File: config.mk
export PLATFORM = sky130hd
export DESIGN_NAME = ex_flag_stage_flat
export DESIGN_NICKNAME = d
export VERILOG_FILES = /design/src/rtl/cpu_pkg.sv /design/src/rtl/ex_flag_stage_if.sv /design/src/rtl/ex_flag_stage_cond_eval.sv /design/src/rtl/ex_flag_stage.sv /design/src/flat_wrapper.sv
export SDC_FILE = /design/constraint.sdc
export NUM_CORES = 1
export LEC_CHECK = 0
export ABC_AREA = 1
export ABC_CLOCK_PERIOD_IN_PS = 2300
export CAP_MARGIN = 20
export CORE_ASPECT_RATIO = 1.25
export CORE_MARGIN = 2
export CORE_UTILIZATION = 43
export CTS_BUF_LIST = sky130_fd_sc_hd__clkbuf_2
export CTS_CLUSTER_DIAMETER = 80
export DETAILED_ROUTE_END_ITERATION = 10
export PLACE_DENSITY = 0.94
export SYNTH_ARGS = -nofsm -noshare
export SYNTH_HDL_FRONTEND = slang
export SYNTH_HIERARCHICAL = 1
export SYNTH_SLANG_ARGS = --single-unit
File: constraint.sdc
create_clock -name clk -period 2.3 [get_ports clk]
set_input_delay 0.23 -clock clk [delete_from_list [all_inputs] [get_ports clk]]
set_output_delay 0.23 -clock clk [all_outputs]
set_load 0.05 [all_outputs]
File: src/rtl/cpu_pkg.sv
// Shared CPU definitions used by the execute-side flag stage.
//   - ALU opcode encodings (ALU_ADD .. ALU_LHB, ALU_LAST = highest legal code)
//   - branch condition codes (CC_NE .. CC_UNCOND)
//   - bit positions of N/Z/V inside the 3-bit flag register
//   - helpers classifying an opcode: legality and which flags it writes
package cpu_pkg;

  typedef enum logic [3:0] {
    ALU_ADD    = 4'd0,
    ALU_SUB    = 4'd1,
    ALU_XOR    = 4'd2,
    ALU_RED    = 4'd3,
    ALU_SLL    = 4'd4,
    ALU_SRA    = 4'd5,
    ALU_ROR    = 4'd6,
    ALU_PADDSB = 4'd7,
    ALU_LLB    = 4'd8,
    ALU_LHB    = 4'd9
  } alu_op_t;

  localparam logic [3:0] ALU_LAST = 4'd9;

  typedef enum logic [2:0] {
    CC_NE     = 3'd0,
    CC_EQ     = 3'd1,
    CC_GT     = 3'd2,
    CC_LT     = 3'd3,
    CC_GE     = 3'd4,
    CC_LE     = 3'd5,
    CC_OV     = 3'd6,
    CC_UNCOND = 3'd7
  } cond_t;

  localparam int FLAG_N = 2;
  localparam int FLAG_Z = 1;
  localparam int FLAG_V = 0;

  typedef enum logic [1:0] {
    FLAG_UPD_NONE = 2'd0,
    FLAG_UPD_NZV  = 2'd1,
    FLAG_UPD_Z    = 2'd2
  } flag_upd_t;

  function automatic logic is_illegal_op(input logic [3:0] op);
    return op > ALU_LAST;
  endfunction

  // Illegal opcodes fall into the default arm, so they never disturb flags.
  function automatic flag_upd_t flag_upd_kind(input logic [3:0] op);
    flag_upd_t kind;
    case (op)
      ALU_ADD, ALU_SUB:                   kind = FLAG_UPD_NZV;
      ALU_XOR, ALU_SLL, ALU_SRA, ALU_ROR: kind = FLAG_UPD_Z;
      default:                            kind = FLAG_UPD_NONE;
    endcase
    return kind;
  endfunction

endpackage

File: src/rtl/ex_flag_stage_if.sv
// ALU-to-EX/MEM bus of the flag stage.
//   in_*  : instruction leaving the ALU stage (driven by the master)
//   ex_*  : registered EX/MEM pipeline fields (driven by the stage, slave)
// Modports: master = upstream/testbench side, slave = ex_flag_stage.
interface ex_flag_stage_if #(
  parameter int DATA_W  = 16,
  parameter int RADDR_W = 4
);
  logic               in_valid;
  logic [3:0]         aluop;
  logic [DATA_W-1:0]  aluout;
  logic               alu_err;
  logic [RADDR_W-1:0] in_rd;
  logic               in_reg_we;
  logic               in_mem_rd;
  logic               in_mem_wr;
  logic [DATA_W-1:0]  in_store_data;

  logic               ex_valid;
  logic [DATA_W-1:0]  ex_result;
  logic [RADDR_W-1:0] ex_rd;
  logic               ex_reg_we;
  logic               ex_mem_rd;
  logic               ex_mem_wr;
  logic [DATA_W-1:0]  ex_store_data;

  modport master (
    output in_valid, aluop, aluout, alu_err, in_rd, in_reg_we,
           in_mem_rd, in_mem_wr, in_store_data,
    input  ex_valid, ex_result, ex_rd, ex_reg_we, ex_mem_rd,
           ex_mem_wr, ex_store_data
  );

  modport slave (
    input  in_valid, aluop, aluout, alu_err, in_rd, in_reg_we,
           in_mem_rd, in_mem_wr, in_store_data,
    output ex_valid, ex_result, ex_rd, ex_reg_we, ex_mem_rd,
           ex_mem_wr, ex_store_data
  );
endinterface

File: src/rtl/ex_flag_stage_cond_eval.sv
// cond_eval: combinational branch-condition evaluator.
//   cond  [2:0] in  : condition code (cond_t)
//   flags [2:0] in  : {N,Z,V}
//   taken       out : condition holds
module cond_eval
  import cpu_pkg::*;
(
  input  logic [2:0] cond,
  input  logic [2:0] flags,
  output logic       taken
);

  logic n, z, v;

  always_comb begin
    n     = flags[FLAG_N];
    z     = flags[FLAG_Z];
    v     = flags[FLAG_V];
    taken = 1'b0;
    case (cond)
      CC_NE:     taken = ~z;
      CC_EQ:     taken = z;
      CC_GT:     taken = ~z & ~n;
      CC_LT:     taken = n;
      CC_GE:     taken = z | ~n;
      CC_LE:     taken = n | z;
      CC_OV:     taken = v;
      CC_UNCOND: taken = 1'b1;
      default:   taken = 1'b0;
    endcase
  end

endmodule

File: src/rtl/ex_flag_stage.sv
// ex_flag_stage: execute-side stage downstream of the ALU.
// Captures the ALU result into the EX/MEM register, keeps the {N,Z,V} flag
// register, evaluates decode-stage branch conditions and latches a sticky
// illegal-opcode error that halts retirement until reset.
// Ports:
//   clk, rst          : clock, synchronous active-high reset
//   bus (slave)       : in_* from the ALU stage, registered ex_* outputs
//   stall, flush      : hold stage / turn captured slot into a bubble
//   br_valid, br_cond : branch request from decode; br_taken = decision
//   flags             : {N,Z,V}
//   halt_err          : sticky illegal-opcode error
// Build option: EX_FLAG_STAGE_FLAG_FWD_EN -- when defined, br_taken sees the
// flags being written by an instruction captured in the same cycle.
module ex_flag_stage
  import cpu_pkg::*;
#(
  parameter int DATA_W  = 16,
  parameter int RADDR_W = 4
) (
  input  logic                 clk,
  input  logic                 rst,
  ex_flag_stage_if.slave       bus,
  input  logic                 stall,
  input  logic                 flush,
  input  logic                 br_valid,
  input  logic [2:0]           br_cond,
  output logic                 br_taken,
  output logic [2:0]           flags,
  output logic                 halt_err
);

  logic               ex_valid_q;
  logic [DATA_W-1:0]  ex_result_q;
  logic [RADDR_W-1:0] ex_rd_q;
  logic               ex_reg_we_q;
  logic               ex_mem_rd_q;
  logic               ex_mem_wr_q;
  logic [DATA_W-1:0]  ex_store_data_q;
  logic [2:0]         flags_q;
  logic               halt_q;

  logic               capture;
  logic               illegal;
  logic               legal_valid;
  logic               res_zero;
  logic [2:0]         flags_nxt;
  logic [2:0]         flags_br;
  logic               cond_taken;

  assign capture     = bus.in_valid & ~stall & ~flush & ~halt_q;
  assign illegal     = is_illegal_op(bus.aluop);
  assign legal_valid = bus.in_valid & ~illegal;
  assign res_zero    = (bus.aluout == '0);

  always_comb begin
    flags_nxt = flags_q;
    if (capture) begin
      case (flag_upd_kind(bus.aluop))
        FLAG_UPD_NZV: begin
          flags_nxt[FLAG_N] = bus.aluout[DATA_W-1];
          flags_nxt[FLAG_Z] = res_zero;
          flags_nxt[FLAG_V] = bus.alu_err;
        end
        FLAG_UPD_Z: flags_nxt[FLAG_Z] = res_zero;
        default:    flags_nxt = flags_q;
      endcase
    end
  end

  always_ff @(posedge clk) begin
    if (rst) begin
      ex_valid_q      <= 1'b0;
      ex_result_q     <= '0;
      ex_rd_q         <= '0;
      ex_reg_we_q     <= 1'b0;
      ex_mem_rd_q     <= 1'b0;
      ex_mem_wr_q     <= 1'b0;
      ex_store_data_q <= '0;
      flags_q         <= 3'b000;
      halt_q          <= 1'b0;
    end else if (halt_q || flush) begin
      // Halted stage and flushed slot both present a zeroed bubble.
      ex_valid_q      <= 1'b0;
      ex_result_q     <= '0;
      ex_rd_q         <= '0;
      ex_reg_we_q     <= 1'b0;
      ex_mem_rd_q     <= 1'b0;
      ex_mem_wr_q     <= 1'b0;
      ex_store_data_q <= '0;
    end else if (!stall) begin
      // Illegal ops still capture their data fields but never retire.
      ex_valid_q      <= legal_valid;
      ex_result_q     <= bus.in_valid ? bus.aluout        : '0;
      ex_rd_q         <= bus.in_valid ? bus.in_rd         : '0;
      ex_store_data_q <= bus.in_valid ? bus.in_store_data : '0;
      ex_reg_we_q     <= legal_valid & bus.in_reg_we;
      ex_mem_rd_q     <= legal_valid & bus.in_mem_rd;
      ex_mem_wr_q     <= legal_valid & bus.in_mem_wr;
      flags_q         <= flags_nxt;
      if (bus.in_valid && illegal) halt_q <= 1'b1;
    end
  end

`ifdef EX_FLAG_STAGE_FLAG_FWD_EN
  assign flags_br = flags_nxt;
`else
  assign flags_br = flags_q;
`endif

  cond_eval u_cond_eval (
    .cond  (br_cond),
    .flags (flags_br),
    .taken (cond_taken)
  );

  assign br_taken = br_valid & cond_taken & ~halt_q & ~rst;

  assign bus.ex_valid      = ex_valid_q;
  assign bus.ex_result     = ex_result_q;
  assign bus.ex_rd         = ex_rd_q;
  assign bus.ex_reg_we     = ex_reg_we_q;
  assign bus.ex_mem_rd     = ex_mem_rd_q;
  assign bus.ex_mem_wr     = ex_mem_wr_q;
  assign bus.ex_store_data = ex_store_data_q;
  assign flags             = flags_q;
  assign halt_err          = halt_q;

endmodule

File: src/flat_wrapper.sv
// flat-port wrapper written by rule: the top's interface ports become plain ports
module ex_flag_stage_flat import cpu_pkg::*;
#(
  parameter int DATA_W  = 16,
  parameter int RADDR_W = 4
)
  (clk, rst, stall, flush, br_valid, br_cond, br_taken, flags, halt_err, bus_in_valid, bus_aluop, bus_aluout, bus_alu_err, bus_in_rd, bus_in_reg_we, bus_in_mem_rd, bus_in_mem_wr, bus_in_store_data, bus_ex_valid, bus_ex_result, bus_ex_rd, bus_ex_reg_we, bus_ex_mem_rd, bus_ex_mem_wr, bus_ex_store_data);
  ex_flag_stage_if #(.DATA_W(DATA_W), .RADDR_W(RADDR_W)) bus_i ();
  input  logic clk;
  input  logic rst;
  input  logic stall;
  input  logic flush;
  input  logic br_valid;
  input  logic [2:0] br_cond;
  output logic br_taken;
  output logic [2:0] flags;
  output logic halt_err;
  input wire logic [$bits(bus_i.in_valid)-1:0] bus_in_valid;
  input wire logic [$bits(bus_i.aluop)-1:0] bus_aluop;
  input wire logic [$bits(bus_i.aluout)-1:0] bus_aluout;
  input wire logic [$bits(bus_i.alu_err)-1:0] bus_alu_err;
  input wire logic [$bits(bus_i.in_rd)-1:0] bus_in_rd;
  input wire logic [$bits(bus_i.in_reg_we)-1:0] bus_in_reg_we;
  input wire logic [$bits(bus_i.in_mem_rd)-1:0] bus_in_mem_rd;
  input wire logic [$bits(bus_i.in_mem_wr)-1:0] bus_in_mem_wr;
  input wire logic [$bits(bus_i.in_store_data)-1:0] bus_in_store_data;
  output wire logic [$bits(bus_i.ex_valid)-1:0] bus_ex_valid;
  output wire logic [$bits(bus_i.ex_result)-1:0] bus_ex_result;
  output wire logic [$bits(bus_i.ex_rd)-1:0] bus_ex_rd;
  output wire logic [$bits(bus_i.ex_reg_we)-1:0] bus_ex_reg_we;
  output wire logic [$bits(bus_i.ex_mem_rd)-1:0] bus_ex_mem_rd;
  output wire logic [$bits(bus_i.ex_mem_wr)-1:0] bus_ex_mem_wr;
  output wire logic [$bits(bus_i.ex_store_data)-1:0] bus_ex_store_data;
  assign bus_i.in_valid = bus_in_valid;
  assign bus_i.aluop = bus_aluop;
  assign bus_i.aluout = bus_aluout;
  assign bus_i.alu_err = bus_alu_err;
  assign bus_i.in_rd = bus_in_rd;
  assign bus_i.in_reg_we = bus_in_reg_we;
  assign bus_i.in_mem_rd = bus_in_mem_rd;
  assign bus_i.in_mem_wr = bus_in_mem_wr;
  assign bus_i.in_store_data = bus_in_store_data;
  assign bus_ex_valid = bus_i.ex_valid;
  assign bus_ex_result = bus_i.ex_result;
  assign bus_ex_rd = bus_i.ex_rd;
  assign bus_ex_reg_we = bus_i.ex_reg_we;
  assign bus_ex_mem_rd = bus_i.ex_mem_rd;
  assign bus_ex_mem_wr = bus_i.ex_mem_wr;
  assign bus_ex_store_data = bus_i.ex_store_data;
  ex_flag_stage #(.DATA_W(DATA_W), .RADDR_W(RADDR_W)) u_core (.clk(clk), .rst(rst), .bus(bus_i), .stall(stall), .flush(flush), .br_valid(br_valid), .br_cond(br_cond), .br_taken(br_taken), .flags(flags), .halt_err(halt_err));
endmodule
== After elaboration in Yosys (flattened, before gate mapping) ==
Index checks and enable logic that the tools add are counted.

* Flip-flop bits (word level): 44
* Word-level logic and storage cells: 64
* Output and inout bits: 45

* Reduce and logical (&&, ||, !) cells: 12
* Equality and inequality tests: 14
* $lt $le $gt $ge: 1
* Bitwise logic cells: 21
* Multiplexer cells: 6

{| class="wikitable"
|+ Operators by type and width
! cell !! count
|-
| $mux W16 || 2
|-
| $logic_not A16 Y1 || 1
|-
| $eq A3 B3 Y1 const B || 4
|-
| $eq A4 B3 Y1 const B || 3
|-
| $and A1 B1 Y1 || 11
|-
| $not A1 Y1 || 8
|-
| $pmux W1 S8 || 1
|-
| $reduce_and A4 Y1 || 2
|-
| $eq A3 B2 Y1 const B || 2
|-
| $reduce_or A2 Y1 || 3
|-
| $eq A4 B1 Y1 const B || 1
|-
| $eq A4 B2 Y1 const B || 1
|-
| $gt A4 B4 Y1 const B || 1
|-
| $logic_not A4 Y1 || 1
|-
| $mux W4 || 1
|-
| $pmux W2 S2 || 1
|-
| $reduce_or A4 Y1 || 1
|-
| $eq A3 B1 Y1 const B || 1
|-
| $logic_not A3 Y1 || 1
|-
| $reduce_and A3 Y1 || 1
|-
| $eq A2 B1 Y1 const B || 1
|-
| $eq A2 B2 Y1 const B || 1
|-
| $mux W2 || 1
|-
| $or A1 B1 Y1 || 2
|-
| other kinds (2) || 2
|}

== Longest topological paths before layout ==
Gate-level depths: netlist (run 1).

* Word-level depth: 8
* Mapped depth: 9
* Mapped depth without buffers: 9

== Modules after synthesis ==
Netlist (run 1), hierarchy kept.

{| class="wikitable"
|+ Modules (own cells, without submodules)
! module !! cells each !! sequential area each (um2) !! instances !! area an instance (um2)
|-
| ex_flag_stage || 228 || 880.8 || 1 || 1711.6
|-
| cond_eval || 15 || 0.0 || 1 || 71.3
|}

== Worst setup path after synthesis (run 1) ==
OpenSTA, ideal clock, no wires.

* Kind: register to output
* Start point: reg u_core.flags_q[2] (netlist: u_core/flags[2])
* End point: out br_taken
* Cell stages (with the launch flop): 7
* Data required time: 2.070 ns
* Setup slack: -0.014 ns
* Path buffers: 0
* Arrival: 2.084 ns
* Cell sequence: dfxtp_1 nand2_1 nand2_1 nand3b_1 nand3_2 nand2_1 nor3_1

* Longest elaborated chain between the ends: 6
* Elaborated cells on any way between the ends: 8
* Classes of those cells: mux (1); bitwise (7)

{| class="wikitable"
|+ Ends and longest elaborated chain
! element !! RTL line !! text
|-
| start, declared || ex_flag_stage.sv:39 || <nowiki>logic [2:0] flags_q;</nowiki>
|-
| start signal, assigned || ex_flag_stage.sv:99 || <nowiki>flags_q <= flags_nxt;</nowiki>
|-
| $not A1 Y1 || ex_flag_stage_cond_eval.sv:23, ex_flag_stage_cond_eval.sv:25 ||
|-
| $or A1 B1 Y1 or $and A1 B1 Y1 (tied branches) || ex_flag_stage_cond_eval.sv:25, ex_flag_stage_cond_eval.sv:23 ||
|-
| $pmux W1 S8 * || ex_flag_stage_cond_eval.sv:20 || <nowiki>case (cond)</nowiki>
|-
| via u_core.cond_taken || ex_flag_stage.sv:48 || <nowiki>logic cond_taken;</nowiki>
|-
| $and A1 B1 Y1 * (3 in series) || ex_flag_stage.sv:116 || <nowiki>assign br_taken = br_valid & cond_taken & ~halt_q & ~rst;</nowiki>
|-
| end, declared || flat_wrapper.sv:15 || <nowiki>output logic br_taken;</nowiki>
|}

Mark *: on every way through the listed nets, which the timed path passes. The rest lies on a longest branch.

== Worst setup path in the final report (run 1) ==
* Start point: reg u_core.flags_q[2] (netlist: u_core/flags[2])
* End point: out flags[2]

{| class="wikitable"
|+ RTL lines
! element !! RTL line !! text
|-
| end, declared || flat_wrapper.sv:16 || <nowiki>output logic [2:0] flags;</nowiki>
|}

No word-level cell between the ends.

==> Flow_metrics.wiki, run 1 <==
{| class="wikitable"
! Metric !! Value
|-
| Run status || completed
|-
| Drt initial violations || 91
|-
| CTS hold repair buffers || 0
|-
| Relative slew margins || 0.652
|-
| Number of DRC violations after detailed routing || 0
|-
| Multiplexer share of the synthesized area || 0
|-
| Initial cell density of the core || 0.442
|-
| Post-cts repair resize count || 0
|-
| Async SR Flop Fraction || 0
|-
| Setup repair after global routing missed its margin || no
|-
| Family with the most delay on the worst path || buffers and inverters
|-
| Number of global-route vias before repair || 1,972
|-
| Placeable core region || 4030 µm²
|-
| Endpoint required time on the critical path || 2.07 ns
|-
| Antenna-violating nets left || 0
|-
| Gp weighted congestion || 0.803
|-
| Buffer depth of the longest clock path || 2
|-
| Number of input and output port buffers inserted || 97
|-
| Biggest area consumer among synthesized cells || sky130_fd_sc_hd__dfxtp_1
|-
| Final net count || 392
|-
| Post-CTS repair timing setup buffer count || 0
|-
| Worst-margin pin slew || 0.521 ns
|-
| Pin count of the biggest net entering global routing || 41
|-
| Combinational family with the most area after synthesis || simple AND/OR/NAND/NOR gates
|-
| Start-to-end type of the worst setup path || register to output port
|-
| Fraction of layout cells with a size suffix above 1 || 0.0560
|-
| Post-synthesis simple-gate area fraction || 0.303
|-
| Maxcap violations || 0
|-
| Critical Path Start Type || register
|-
| Total negative setup slack || 0 ns
|-
| Max rail drop VDD || 0.296 mV
|-
| First-pass GRT wire length || 7950 µm
|-
| Vias after detailed routing || 1,879
|-
| Clock network latency to the later pin of the worst-skew pair || 0.39 ns
|-
| Synth Flop Type || sky130_fd_sc_hd__dfxtp_1
|-
| Hold Fails Final Rpt || 0
|-
| Clock-pin slew reported for the worst setup and hold paths after clock tree synthesis || 0.23 ns
|-
| Post-synth EDFFs || 0
|-
| Yosys warning count || 6
|-
| Adder and majority gate portion of the synthesized area || 0.00702
|-
| Setup crit end kind || output port
|-
| Total leakage power || 1.06 nW
|-
| Avg WL per Cell || 12.5 µm
|-
| Top cells by area in the synthesized netlist || sky130_fd_sc_hd__dfxtp_1, sky130_fd_sc_hd__nand2_1, sky130_fd_sc_hd__a21oi_1
|-
| Post-synthesis instance total || 243
|-
| Worst path cell trace || clkdlybuf4s50_1
|-
| Total track usage || 0.218
|-
| CP max stage cell || sky130_fd_sc_hd__clkdlybuf4s50_1
|-
| Fin crit share || 0.827
|-
| Leading post-synthesis cells by instance count || sky130_fd_sc_hd__nand2_1, sky130_fd_sc_hd__dfxtp_1, sky130_fd_sc_hd__a21oi_1
|-
| Antenna violations before repair || 0
|-
| Arrival time of data at the critical path endpoint || 1.67 ns
|-
| Type of the worst min-delay path || primary input to register
|-
| Worst-case clock skew || 0.0189 ns
|-
| Horizontal die dimension || 61.6 µm
|-
| Post-synthesis cell area || 1780 µm²
|-
| Area of the die || 4680 µm²
|-
| Die Span Y || 76.0 µm
|-
| Number of library cell types mapped by synthesis || 18
|-
| Number of buffers and inverters on the critical path || 1
|-
| Clock period minus worst slack || 1.90 ns
|-
| XOR/XNOR Fraction of Synth Area || 0
|-
| Total clock sinks || 44
|-
| TritonCTS clock tree || done
|-
| DRT Pass-1 Iters || 4
|-
| Area growth syn-to-layout || 60.2%
|-
| Setup violations, final || 0
|-
| Portion of the post-synthesis area used by sequential elements || 0.494
|-
| Overall power after layout || 1.50 mW
|-
| Root buffer selected by CTS || sky130_fd_sc_hd__clkbuf_2
|-
| Avg Synthesized Cell Area || 7.34 µm²
|-
| Number of diodes || 0
|-
| Total CTS buffers || 5
|-
| Compound-cell area share of the yosys netlist || 0.124
|-
| Slowest cell delay on critical path || 0.83 ns
|-
| Most instantiated library cell after synthesis || sky130_fd_sc_hd__nand2_1
|-
| Std cell rows || 26
|-
| Area share of the largest cell type after synthesis || 0.494
|-
| HPWL after detailed placement || 3790 µm
|-
| Worst Path Max Fanout || 4
|-
| Post-synthesis net count || 297
|-
| Remaining global-route overflow || 0
|-
| Total Routed Length || 4950 µm
|-
| Max Clock Freq || 0.526 GHz
|-
| P per Cell Area || 524 nW/µm²
|-
| CTS H-Tree Depth || 2
|-
| Max-slew violation count || 0
|-
| Number of storage elements in the synthesis netlist || 44
|-
| Count of pins on the block boundary || 98
|-
| Average vias per placed instance || 4.76
|}
[final timing paths]
kind	from	to	slack [ns]	cells after the start
min	bus_in_store_data[9]	u_core/bus.ex_store_data[9]	0.35	3
max	u_core/flags[2]	flags[2]	0.40	1
min reg2reg	u_core/bus.ex_result[7]	u_core/bus.ex_result[7]	0.48	2
max reg2reg	u_core/halt_err	u_core/bus.ex_store_data[13]	1.13	4
[layout make-up]
class,count,area (µm²)
tap,56,70.1
multi-input combinational,173,778
clock buffer,5,25.0
fill,348,1180
sequential,44,881
timing repair buffer,101,1010
inverter,13,48.8
clock inverter,3,42.5
[power breakdown]
group	leakage, nW	internal (mW)	switching, mW
sequential	0.356	0.779	0.00806
combinational	0.666	0.133	0.150
clock	0.0390	0.182	0.244
[layout by cell type (no fill, tap or decap)]
master / count
sky130_fd_sc_hd__a21oi_1: 43
sky130_fd_sc_hd__buf_12: 1
sky130_fd_sc_hd__buf_4: 4
sky130_fd_sc_hd__bufinv_16: 1
sky130_fd_sc_hd__clkbuf_2: 5
sky130_fd_sc_hd__clkdlybuf4s50_1: 96
sky130_fd_sc_hd__clkinv_2: 1
sky130_fd_sc_hd__clkinvlp_4: 1
sky130_fd_sc_hd__dfxtp_1: 44
sky130_fd_sc_hd__ha_1: 1
sky130_fd_sc_hd__inv_1: 13
sky130_fd_sc_hd__nand2_1: 96
sky130_fd_sc_hd__nand2_2: 1
sky130_fd_sc_hd__nand3_1: 3
sky130_fd_sc_hd__nand3_2: 1
sky130_fd_sc_hd__nand3b_1: 1
sky130_fd_sc_hd__nand4_2: 1
sky130_fd_sc_hd__nand4_4: 1
sky130_fd_sc_hd__nor2_1: 22
sky130_fd_sc_hd__nor2_8: 1
sky130_fd_sc_hd__nor3_2: 1
sky130_fd_sc_hd__o21ai_0: 1
[state kept, by name, summed over array words and instances, names as in the netlist]
name and cells:
u_core/bus.ex_valid 1, u_core/bus.ex_mem_rd 1, u_core/bus.ex_reg_we 1, u_core/bus.ex_rd 4, u_core/halt_err 1, u_core/bus.ex_result 16
u_core/bus.ex_store_data 16, u_core/bus.ex_mem_wr 1, u_core/flags 3
[cell families (layout without fill, tap and decap cells)]
family | count (synthesis) | count (layout)
fa+ha+maj | 1 | 1
compound gates | 44 | 44
flops | 44 | 44
buf+inv | 26 | 122
simple gates | 128 | 128
[stage by stage]
step           hold WS, ns  setup slack, ns   util  std cells  instance area [µm²]
2_1_floorplan        0.299            0.411      -        243                 1790
3_3_place_gp         0.445            0.622  0.691        387                 2790
3_5_place_dp         0.454            0.563  0.691        387                 2790
4_1_cts              0.322            0.370  0.708        395                 2860
5_1_grt              0.325            0.300  0.708        395                 2860
6_report             0.349            0.399  0.708        395                 2860
[metal layers]
layer | track usage | share of wire
met1 | 0.209 | 0.37
met2 | 0.412 | 0.55
met3 | 0.0645 | 0.066
met4 | 0.0745 | 0.018
met5 | 0 | 0
No activity file was read; power rests on OpenSTA's default activity.
==> inputs of run 2 (changes only) <==
- ABC_CLOCK_PERIOD_IN_PS: 2300 -> 1500
- CORE_UTILIZATION: 43 -> 36
- PLACE_DENSITY: 0.94 -> 0.84
- clock period: 2.3 -> 1.5 ns (I/O delays scaled with it)
==> run 2 against run 1 <==
  * The run now ends with setup timing left
  * Final cell count up 1.5%
  * Worst setup slack worse by 0.56 ns
  * Combinational power is 54% higher
  * Sequential share of layout area is 1.1 points higher
  * Clock skew about the same
  * Design area decreased by 2.4%
  * Count of clock-buffer cells in the layout unchanged
  * Clock power rose by 10%
  * First-iteration DRC count down 15%
  * Critical path depth rose by 7
  * Global-route usage shrank 4.7 points
  * Die area increased by 18%
  * Critical path type unchanged
  * Largest power group unchanged
  * Highest routed layer unchanged
==> Flow_metrics.wiki, run 2 (synthesis results as in run 1) <==
{| class="wikitable"
! Metric !! Value
|-
| Relative slew margins || 0.800 (was 0.652)
|-
| Clock-pin slew reported for the worst setup and hold paths after clock tree synthesis || 0.22 ns (was 0.23 ns)
|-
| Die Span Y || 82.7 µm (was 76.0 µm)
|-
| Worst-case clock skew || 0.0187 ns (was 0.0189 ns)
|-
| Setup slack of the most critical reg-to-reg path || 0.37 ns (was 1.13 ns)
|-
| CTS H-Tree Depth || 2 (unchanged)
|-
| Max-slew violation count || 0 (unchanged)
|-
| Number of DRC violations after detailed routing || 0 (unchanged)
|-
| Overall power after layout || 2.11 mW (was 1.50 mW)
|-
| Cells on Worst Hold Path || 3 (unchanged)
|-
| Run status || complete, but fails checks (was completed)
|-
| Setup repair after global routing missed its margin || yes (was no)
|-
| Most common cell after layout, fill and taps aside || sky130_fd_sc_hd__nand2_1
|-
| Final net count || 394 (was 392)
|-
| Endpoint of the worst hold-timing path || u_core/bus.ex_store_data[11] (was u_core/bus.ex_store_data[9])
|-
| Start-to-end type of the worst setup path || register to output port (unchanged)
|-
| Timing startpoint of the critical path || u_core/flags[2] (unchanged)
|-
| CP max stage cell || sky130_fd_sc_hd__dfxtp_4 (was sky130_fd_sc_hd__clkdlybuf4s50_1)
|-
| P per Cell Area || 757 nW/µm² (was 524 nW/µm²)
|-
| Family with the most delay on the worst path || simple AND/OR/NAND/NOR gates (was buffers and inverters)
|-
| Slack of the critical path || -0.157 ns (was 0.399 ns)
|-
| Pin count of the biggest net entering global routing || 41 (unchanged)
|-
| Fin crit share || 1.10
|-
| Vias after detailed routing || 1,854 (was 1,879)
|-
| CTS hold repair buffers || 0 (unchanged)
|-
| Worst-margin pin slew || 0.299 ns (was 0.521 ns)
|-
| Horizontal die dimension || 66.9 µm (was 61.6 µm)
|-
| Root buffer selected by CTS || sky130_fd_sc_hd__clkbuf_2 (unchanged)
|-
| Worst Path Max Fanout || 3 (was 4)
|-
| Worst path cell trace || nand2_2 -> nand2_1 -> nand2_1 -> nand2_2 -> nand3_2 -> nand2_2 -> nor3_4 -> buf_12 (was clkdlybuf4s50_1)
|-
| Number of buffers and inverters on the critical path || 1 (unchanged)
|-
| Number of diodes || 0 (unchanged)
|-
| DRT Pass-1 Iters || 4 (unchanged)
|-
| Buffer depth of the longest clock path || 2 (unchanged)
|-
| Hold Fails Final Rpt || 0 (unchanged)
|-
| Total Routed Length || 4800 µm (was 4950 µm)
|-
| Antenna-violating nets left || 0 (unchanged)
|-
| Origin of the worst min-delay path || bus_in_store_data[11] (was bus_in_store_data[9])
|-
| Area of the die || 5540 µm² (was 4680 µm²)
|-
| Worst-case reg-to-reg path depth || 4 (unchanged)
|-
| Avg WL per Cell || 12.0 µm (was 12.5 µm)
|-
| Critical Path Start Type || register (unchanged)
|-
| Slowest cell delay on critical path || 0.41 ns (was 0.83 ns)
|-
| Average vias per placed instance || 4.62 (was 4.76)
|-
| Initial cell density of the core || 0.374 (was 0.442)
|-
| Arrival time of data at the critical path endpoint || 1.51 ns (was 1.67 ns)
|-
| First-pass GRT wire length || 7160 µm (was 7950 µm)
|-
| Final cell count without fillers || 401 (was 395)
|-
| Total clock sinks || 44 (unchanged)
|-
| Setup crit end kind || output port (unchanged)
|-
| Std cell rows || 28 (was 26)
|-
| Total track usage || 0.172 (was 0.218)
|-
| Max Clock Freq || 0.603 GHz
|-
| TritonCTS clock tree || done (unchanged)
|-
| Setup violations, final || 1 (was 0)
|-
| Filler cells || 472 (was 348)
|-
| Clock network latency to the later pin of the worst-skew pair || 0.39 ns (about the same)
|-
| Max rail drop VDD || 0.280 mV (was 0.296 mV)
|-
| Total leakage power || 1.16 nW (was 1.06 nW)
|-
| Remaining global-route overflow || 0 (unchanged)
|-
| Maxcap violations || 0 (unchanged)
|-
| Total CTS buffers || 5 (unchanged)
|-
| Final Core Density || 0.585 (was 0.708)
|-
| Type of the worst min-delay path || primary input to register (unchanged)
|-
| Fraction of layout cells with a size suffix above 1 || 0.211 (was 0.0560)
|-
| Endpoint required time on the critical path || 1.35 ns (was 2.07 ns)
|-
| Setup Slack @ Placement || -0.0979 ns (was 0.563 ns)
|-
| Number of input and output port buffers inserted || 97 (unchanged)
|-
| Inst Count DP || 392 (was 387)
|-
| Number of global-route vias before repair || 1,606 (was 1,972)
|-
| Placeable core region || 4760 µm² (was 4030 µm²)
|-
| Antenna violations before repair || 0 (unchanged)
|-
| HPWL after detailed placement || 3610 µm (was 3790 µm)
|-
| CP most frequent cell || sky130_fd_sc_hd__nand2_2
|-
| End of the worst register-to-register path || u_core/bus.ex_store_data[14] (was u_core/bus.ex_store_data[13])
|-
| Gp weighted congestion || 0.771 (was 0.803)
|-
| Clock period minus worst slack || 1.66 ns
|-
| Count of pins on the block boundary || 98 (unchanged)
|-
| Area growth syn-to-layout || 56.4% (was 60.2%)
|-
| Startpoint of the lowest-slack register-to-register path || u_core/halt_err (unchanged)
|-
| Commonest cells after routing, fill and taps aside || sky130_fd_sc_hd__nand2_1, sky130_fd_sc_hd__clkdlybuf4s50_1, sky130_fd_sc_hd__buf_4, sky130_fd_sc_hd__a21oi_1, sky130_fd_sc_hd__dfxtp_1 (was sky130_fd_sc_hd__clkdlybuf4s50_1, sky130_fd_sc_hd__nand2_1, sky130_fd_sc_hd__dfxtp_1, sky130_fd_sc_hd__a21oi_1, sky130_fd_sc_hd__nor2_1)
|-
| Failing checks || setup timing
|-
| Drt initial violations || 77 (was 91)
|}
-- run 2: through the flow --
| stage | hold WS (ns) | cell area [µm²] | TNS, ns |
|---|---|---|---|
| floorplan | 0.219 | 1800 | 0 |
| global placement | 0.444 | 2710 | -0.0195 |
| detailed placement | 0.456 | 2710 | -0.239 |
| CTS | 0.251 | 2780 | -0.225 |
| global route | 0.232 | 2790 | -0.256 |
| finish | 0.279 | 2790 | -0.157 |
-- run 2: final cells by class --
| class | count | area, µm² | area share |
|---|---|---|---|
| multi-input cells | 173 | 807 | 0.289 |
| flip-flops and latches | 44 | 890 | 0.319 |
| clock buffers | 5 | 25.0 | 0.00898 |
| repair buffers | 103 | 928 | 0.333 |
| clock inverters | 3 | 13.8 | 0.00494 |
| inverters | 13 | 48.8 | 0.0175 |
| well taps | 60 | 75.1 | 0.0269 |
-- run 2: what timing repair did --
item	CTS	global route
buffers inserted	1	0
pin swaps	2	3
setup endpoints to repair	1	1
gates resized for setup	5	4
-- run 2: metal layers --
metal / global-route usage / wire [µm]
met1: 0.180 / 1820
met2: 0.309 / 2460
met3: 0.0623 / 417
met4: 0.0694 / 97
met5: 0 / 0
-- run 2: power breakdown --
group          total, mW  switching, mW  internal [mW]
clock              0.469          0.364          0.105
sequential          1.20         0.0132           1.19
combinational      0.437          0.232          0.206
total               2.11          0.608           1.50
-- run 2: worst max-delay path by stage --
stage	end	cells past startpoint
floorplan	br_taken	6
global placement	u_core/flags[1]	9
detailed placement	u_core/flags[1]	9
CTS	br_taken	7
global route	br_taken	8
finish	br_taken	8
-- run 2: tightest hold or removal path: cells and delay by family --
family	cells	cell delay (ns)
AOI/OAI and AO/OA	1	0.05
buffers and inverters	1	0.39
and+or+nand+nor	1	0.06
==> inputs of run 3 (changes only) <==
- GPL_ROUTABILITY_DRIVEN: default -> 0
- HOLD_SLACK_MARGIN: default -> 0.12
==> results of run 3 <==
Final layout, timing and power as in run 2 (identical DEF).
